`config.mk`:
```
export PLATFORM = sky130hd
export DESIGN_NAME = cajero_param
export DESIGN_NICKNAME = d
export VERILOG_FILES = /design/src/rtl/cajero_param.sv
export SDC_FILE = /design/constraint.sdc
export NUM_CORES = 1
export LEC_CHECK = 0
export ABC_AREA = 1
export ABC_CLOCK_PERIOD_IN_PS = 4500
export CAP_MARGIN = 20
export CELL_PAD_IN_SITES_DETAIL_PLACEMENT = 1
export CELL_PAD_IN_SITES_GLOBAL_PLACEMENT = 1
export CORE_MARGIN = 2
export CORE_UTILIZATION = 41
export DETAILED_ROUTE_END_ITERATION = 7
export PLACE_DENSITY_LB_ADDON = 0.1
export SLEW_MARGIN = 20
export SYNTH_ARGS = -nofsm -noshare
export SYNTH_HDL_FRONTEND = slang
export SYNTH_SLANG_ARGS = --single-unit
export TNS_END_PERCENT = 1
```
`constraint.sdc`:
```
create_clock -name CLK -period 4.5 [get_ports CLK]
set_clock_uncertainty 0.2 [all_clocks]
set_input_delay 1.125 -clock CLK [delete_from_list [all_inputs] [get_ports CLK]]
set_output_delay 1.125 -clock CLK [all_outputs]
set_load 0.1 [all_outputs]
```
`src/rtl/cajero_param.sv`:
```
// cajero_param: ATM session controller.
// Card detection, N-digit BCD PIN entry with attempt counting and lock-out,
// then deposit/withdrawal transactions against an internal balance with a
// per-session withdrawal limit. All outputs are registered.
module cajero_param #(
  parameter int                N_DIGITOS       = 4,
  parameter int                MAX_INTENTOS    = 3,
  parameter int                BAL_W           = 64,
  parameter int                MONTO_W         = 32,
  parameter longint unsigned   BALANCE_INICIAL = 150000,
  parameter longint unsigned   LIMITE_RETIRO   = 100000
) (
  input  logic                   CLK,
  input  logic                   RESET,
  input  logic                   TARJETA_RECIBIDA,
  input  logic [4*N_DIGITOS-1:0] PIN,
  input  logic [3:0]             DIGITO,
  input  logic                   DIGITO_STB,
  input  logic                   TIPO_TRANS,
  input  logic [MONTO_W-1:0]     MONTO,
  input  logic                   MONTO_STB,
  output logic                   BALANCE_ACTUALIZADO,
  output logic                   ENTREGAR_DINERO,
  output logic                   FONDOS_INSUFICIENTES,
  output logic                   PIN_INCORRECTO,
  output logic                   ADVERTENCIA,
  output logic                   BLOQUEO,
  output logic [BAL_W-1:0]       BALANCE,
  output logic                   SESION_ACTIVA
);

  localparam int PIN_W = 4 * N_DIGITOS;
  localparam int CNT_W = $clog2(N_DIGITOS + 1);
  localparam int INT_W = $clog2(MAX_INTENTOS + 1);

  typedef enum logic [1:0] {
    IDLE        = 2'd0,
    PIN_ENTRADA = 2'd1,
    TRANSACCION = 2'd2,
    BLOQUEADO   = 2'd3
  } estado_t;

  estado_t            estado, estado_n;
  logic [CNT_W-1:0]   cuenta, cuenta_n;
  logic [PIN_W-1:0]   entrada, entrada_n, entrada_nueva;
  logic [INT_W-1:0]   intentos, intentos_n, intentos_inc;
  logic [BAL_W-1:0]   retirado, retirado_n;
  logic [BAL_W-1:0]   balance_n;
  logic [BAL_W-1:0]   monto_ext;
  logic               digito_ok;
  logic               act_n, entregar_n, fondos_n, pin_inc_n;
  logic               adv_n, bloqueo_n, sesion_n;

  // Saturating add: clamps at the all-ones balance instead of wrapping.
  function automatic logic [BAL_W-1:0] suma_sat(input logic [BAL_W-1:0] a,
                                                input logic [BAL_W-1:0] b);
    logic [BAL_W:0] s;
    s = {1'b0, a} + {1'b0, b};
    return s[BAL_W] ? {BAL_W{1'b1}} : s[BAL_W-1:0];
  endfunction

  // Session limit check done one bit wider so the sum can never wrap.
  function automatic logic excede_limite(input logic [BAL_W-1:0] ret,
                                         input logic [BAL_W-1:0] m);
    logic [BAL_W:0] s;
    s = {1'b0, ret} + {1'b0, m};
    return s > (BAL_W+1)'(LIMITE_RETIRO);
  endfunction

  assign monto_ext     = BAL_W'(MONTO);
  assign digito_ok     = DIGITO_STB && (DIGITO <= 4'd9);
  assign entrada_nueva = {entrada[PIN_W-5:0], DIGITO};
  assign intentos_inc  = intentos + 1'b1;

  // Next-state, datapath updates and next values of the registered outputs.
  always_comb begin
    estado_n   = estado;
    cuenta_n   = cuenta;
    entrada_n  = entrada;
    intentos_n = intentos;
    retirado_n = retirado;
    balance_n  = BALANCE;
    act_n      = 1'b0;
    entregar_n = 1'b0;
    fondos_n   = 1'b0;
    pin_inc_n  = 1'b0;

    case (estado)
      IDLE: begin
        if (TARJETA_RECIBIDA) begin
          estado_n  = PIN_ENTRADA;
          cuenta_n  = '0;
          entrada_n = '0;
        end
      end

      PIN_ENTRADA: begin
        if (!TARJETA_RECIBIDA) begin
          // Removal wins over a simultaneous last digit: no attempt counted.
          estado_n   = IDLE;
          cuenta_n   = '0;
          entrada_n  = '0;
          retirado_n = '0;
        end else if (digito_ok) begin
          entrada_n = entrada_nueva;
          if (cuenta == CNT_W'(N_DIGITOS - 1)) begin
            cuenta_n = '0;
            if (entrada_nueva == PIN) begin
              intentos_n = '0;
              estado_n   = TRANSACCION;
            end else begin
              intentos_n = intentos_inc;
              pin_inc_n  = 1'b1;
              if (intentos_inc == INT_W'(MAX_INTENTOS))
                estado_n = BLOQUEADO;
            end
          end else begin
            cuenta_n = cuenta + 1'b1;
          end
        end
      end

      TRANSACCION: begin
        if (!TARJETA_RECIBIDA) begin
          // Removal wins over a simultaneous transaction strobe.
          estado_n   = IDLE;
          cuenta_n   = '0;
          entrada_n  = '0;
          retirado_n = '0;
        end else if (MONTO_STB && (monto_ext != '0)) begin
          if (!TIPO_TRANS) begin
            balance_n = suma_sat(BALANCE, monto_ext);
            act_n     = 1'b1;
          end else if ((monto_ext > BALANCE) || excede_limite(retirado, monto_ext)) begin
            fondos_n = 1'b1;
          end else begin
            balance_n  = BALANCE - monto_ext;
            retirado_n = retirado + monto_ext;
            act_n      = 1'b1;
            entregar_n = 1'b1;
          end
        end
      end

      BLOQUEADO: begin
        estado_n = BLOQUEADO;
      end

      default: estado_n = IDLE;
    endcase

    sesion_n  = (estado_n == TRANSACCION);
    bloqueo_n = (estado_n == BLOQUEADO);
    adv_n     = (intentos_n == INT_W'(MAX_INTENTOS - 1)) && (estado_n != BLOQUEADO);
  end

  // State, counters, balance and all outputs registered on one edge.
  always_ff @(posedge CLK) begin
    if (RESET) begin
      estado               <= IDLE;
      cuenta               <= '0;
      entrada              <= '0;
      intentos             <= '0;
      retirado             <= '0;
      BALANCE              <= BAL_W'(BALANCE_INICIAL);
      BALANCE_ACTUALIZADO  <= 1'b0;
      ENTREGAR_DINERO      <= 1'b0;
      FONDOS_INSUFICIENTES <= 1'b0;
      PIN_INCORRECTO       <= 1'b0;
      ADVERTENCIA          <= 1'b0;
      BLOQUEO              <= 1'b0;
      SESION_ACTIVA        <= 1'b0;
    end else begin
      estado               <= estado_n;
      cuenta               <= cuenta_n;
      entrada              <= entrada_n;
      intentos             <= intentos_n;
      retirado             <= retirado_n;
      BALANCE              <= balance_n;
      BALANCE_ACTUALIZADO  <= act_n;
      ENTREGAR_DINERO      <= entregar_n;
      FONDOS_INSUFICIENTES <= fondos_n;
      PIN_INCORRECTO       <= pin_inc_n;
      ADVERTENCIA          <= adv_n;
      BLOQUEO              <= bloqueo_n;
      SESION_ACTIVA        <= sesion_n;
    end
  end

endmodule

```
==> results of run 1 <==
cell families after synthesis:
group,synth area share
AND/OR/NAND/NOR,0.446
buffers and inverters,0.146
AO/OA/AOI/OAI,0.123
flip-flops,0.173
adder cells (fa/ha/maj),0.0723
XOR/XNOR,0.0394
routing by layer:
metal  overflow  global-route usage
met4          5               0.700
met3          0               0.438
met1          0               0.650
met2          1               0.888
met5          1               0.123
metrics by stage:
step | cells | worst slack (ns) | utilization
4_1_cts | 4457 | -0.0589 | 0.564
3_5_place_dp | 4426 | -0.959 | 0.541
3_3_place_gp | 4426 | -0.817 | 0.541
2_1_floorplan | 3305 | 0.494 | -
what timing repair did:
action	CTS
pin swaps	1
gates resized for setup	94
endpoints found under the hold margin	0
endpoints found under the setup margin	129
==> impl_results.md, run 1 <==
- Status: aborted with a tool error
- Halt point of the flow: 5_1_grt
- Run Error: [ERROR GRT-0232] Routing congestion too high. Check the congestion heatmap in the GUI.
- Post-CTS Setup Bufs: 0
- Die Height: 212 um
- # rows: 76
- CTS sink count: 154
- Sequential cell area fraction in the yosys report: 0.173
- DP HPWL: 79.0 mm
- Most used flip-flop cell after synthesis: dfxtp_1
- Htree depth: 4
- Mapped cell area: 17800 sq um
- Yosys top cell by area: nand2_1
- Remaining Overflow, GRT: 7
- Synth top area cells: nand2_1 (20%), dfxtp_1 (17%), inv_1 (12%)
- Synth cell count leaders: nand2_1 (938), inv_1 (582), nor2_1 (480)
- Io pins: 129
- Number of flops mapped to enable cells by yosys: 0
- Post-Syn Nets: 3464
- Kind of the worst endpoint: register data pin
- Cells after Synth: 3305
- Placed inst area: 23200 sq um
- Number of CTS-inserted buffers: 17
- Initial core utilization: 0.414
- Worst_ep grt: BALANCE[41]$_SDFFE_PP0P_/D
- Most frequent cell after synthesis: nand2_1
- Mapped Avg Cell Area: 5.39 sq um
- Clk buf depth: 2
- Die W: 212 um
- Largest net degree at the start of global routing: 71
- CTS root buf: clkbuf_16
- # hold bufs at CTS: 0
- Synth top area share: 0.198
- All-Layer GR Usage: 0.663
- Yosys reg bits: 154
- Placer Congestion: 1.01
- Async SR Flop Fraction: 0
- Number of distinct library cells after synthesis: 50
- IO Port Bufs: 128
- Synth warnings: 0
==> run 2, diff against run 1 <==
- CELL_PAD_IN_SITES_DETAIL_PLACEMENT: 1 -> default
- CELL_PAD_IN_SITES_GLOBAL_PLACEMENT: 1 -> default
- CORE_UTILIZATION: 41 -> 32
- PLACE_DENSITY_LB_ADDON: 0.1 -> 0.15
==> impl_results.md, run 2 <==
- Status: finished, final reports clean
- Number of distinct library cells after synthesis: 50
- Clk buf depth: 2
- Fin. Hold Viols: 0
- Remaining Overflow, GRT: 0
- IO Port Bufs: 128
- # DRC: 0
- Cells after Synth: 3305
- DRT antenna net count: 0
- All-Layer GR Usage: 0.279
- Period utilization: 0.973
- Routed vias/inst: 4.89
- Synth top area cells: nand2_1 (20%), dfxtp_1 (17%), inv_1 (12%)
- Die Height: 240 um
- Yosys top cell by area: nand2_1
- Most used flip-flop cell after synthesis: dfxtp_1
- Synth Area in Simple Gates: 0.446
- Register Area: 3080 sq um
- Critical Path RT: 4.70 ns
- Post-Syn Nets: 3464
- Io pins: 129
- DR vias: 23000
- Largest registers: BALANCE x64, retirado x64, entrada x12
- Yosys reg bits: 154
- Synth-to-Final Area Change: 46.3%
- Net count reported at finish: 4105
- Layout cell share with drive strength beyond 1: 0.205
- Pwr dens: 159 nW/um^2
- Fmax achieved: 0.228 GHz
- Relative slew margins: 0.254
- DP HPWL: 66.3 mm
- Number of CTS-inserted buffers: 17
- Critical Path End Type: flip-flop
- Most frequent cells in the layout: nand2_1 (879), inv_1 (579), buf_4 (552)
- Initial drt markers: 1850
- Placer Congestion: 0.977
- Synth warnings: 0
- Initial core utilization: 0.323
- Die Area: 57500 sq um
- Slew Limit Fails: 0
- Number of flops mapped to enable cells by yosys: 0
- Crit path max fanout: 11
- Actual slew at the worst max-slew pin: 1.12 ns
- Drt first pass iters: 5
- Htree depth: 4
- Min cycle time layout: 4.38 ns
- Largest net degree at the start of global routing: 71
- Max_cap viols: 0
- CTS root buf: clkbuf_16
- CTS sink count: 154
- Most common cell after layout, fill and taps aside: nand2_1
- Async SR Flop Fraction: 0
- Crit path kind: in -> reg
- Synth cell count leaders: nand2_1 (938), inv_1 (582), nor2_1 (480)
- Mapped cell area: 17800 sq um
- WHS: 0.266 ns
- Die W: 240 um
- Most frequent cell after synthesis: nand2_1
- First-pass GRT wire length: 122 mm
- Mapped Avg Cell Area: 5.39 sq um
- Synth Area in XOR/XNOR: 0.0394
- Leakage: 13.9 nW
- Initial antenna violation count: 0
- ANT cells: 0
- Clock transition at path regs: 0.08 ns
- # rows: 86
- Final Util: 0.473
- # fillers: 5973
- Synth Area in Compound Gates: 0.123
- Multi-input combinational cell area: 13100 sq um
- Fraction of synthesized area in multiplexers: 0
- Worst setup SP type: input pin
- Routed WL per cell: 17.7 um
- CTS tree: yes
- WL final: 83.1 mm
- Core Area: 55100 sq um
- Final setup fails: 0
- Worst-Skew Late Latency: 0.52 ns
- Post-Synth Adder-Cell Area: 0.0723
- HP Class: reg -> reg
- Vias in the first global route: 21600
- Worst path arrival time: 4.58 ns
- Peak supply drop: 0.309 mV
- Synth top area share: 0.198
- Sequential cell area fraction in the yosys report: 0.173
- Largest family of logic cells by synthesized area: simple AND/OR/NAND/NOR gates
==> run 2: critical path, stage by stage <==
cell and delay (ns):
clkdlybuf4s50_1 0.47, buf_6 0.14, ha_4 0.22, nand2_1 0.07, nand2_2 0.09, nand2_4 0.11, nand3_2 0.15, nand2_1 0.15
nand3_2 0.17, nand2_1 0.12, nand2_1 0.07, nand2_1 0.06, nand2_1 0.11, nor2_1 0.12, nand3b_1 0.09, nor2_1 0.14
nand3_2 0.12, nor2_4 0.17, nand3_4 0.12, nand2_8 0.14, nand2_8 0.13, clkbuf_16 0.27, nor2_1 0.12, nor2_1 0.06
==> run 2: path summary, 6_finish.rpt <==
path / from / endpoint / slack, ns / depth (start not counted)
min reg2reg: cuenta[2] / cuenta[2] / 0.27 / 2
max: MONTO[2] / BALANCE[27] / 0.12 / 24
min: cuenta[2] / cuenta[2] / 0.27 / 2
max reg2reg: retirado[5] / BALANCE[27] / 0.84 / 23
==> run 2: per-stage QoR <==
stage	cell area [sq um]	setup slack [ns]	instances	total power [mW]	setup TNS (ns)
after floorplan	17800	0.494	3305	1.89	0
after detailed placement	24000	-0.689	4653	2.44	-83.37
after global placement	24000	-0.657	4653	2.45	-77.03
final	26000	0.124	4707	4.13	0
after CTS	24600	0.00541	4685	4.06	0
after global routing	26000	-0.0569	4707	4.32	-1.14
==> run 2: power by group <==
group          switching (mW)  internal (mW)
logic                   0.633          0.508
clock network           0.847          0.760
registers              0.0125           1.37
total                    1.49           2.64
==> run 2: layout make-up <==
class | instances | area share
Clock buffer | 17 | 0.0163
Tap cell | 748 | 0.0359
Multi-Input combinational cell | 2473 | 0.504
Inverter | 592 | 0.0863
Clock inverter | 15 | 0.00740
Timing Repair Buffer | 708 | 0.231
Sequential cell | 154 | 0.118
==> run 2: timing repair <==
item                       4_1_cts  5_1_grt
hold buffers                     0        0
hold endpoints to repair         0        0
setup endpoints to repair      128      129
setup buffers                    0       10
gates resized for setup         10      237
cloned                           0       12
pin swaps                        0       62
==> run 2: cells by family after synthesis <==
kind of cell               Yosys count
AOI/OAI and AO/OA                  402
xor gates and xnor gates            80
adders and majority gates          101
buffers and inverters              679
DFF                                154
and+or+nand+nor                   1889
==> run 2: metal layers <==
layer,wire length (um),track usage,up-vias
met3,4630,0.0295,126
met4,2960,0.0900,0
met1,36500,0.362,10500
met5,0,0,-
met2,39100,0.484,692
li1,-,-,11700
Power figures use the tool's default switching activity.
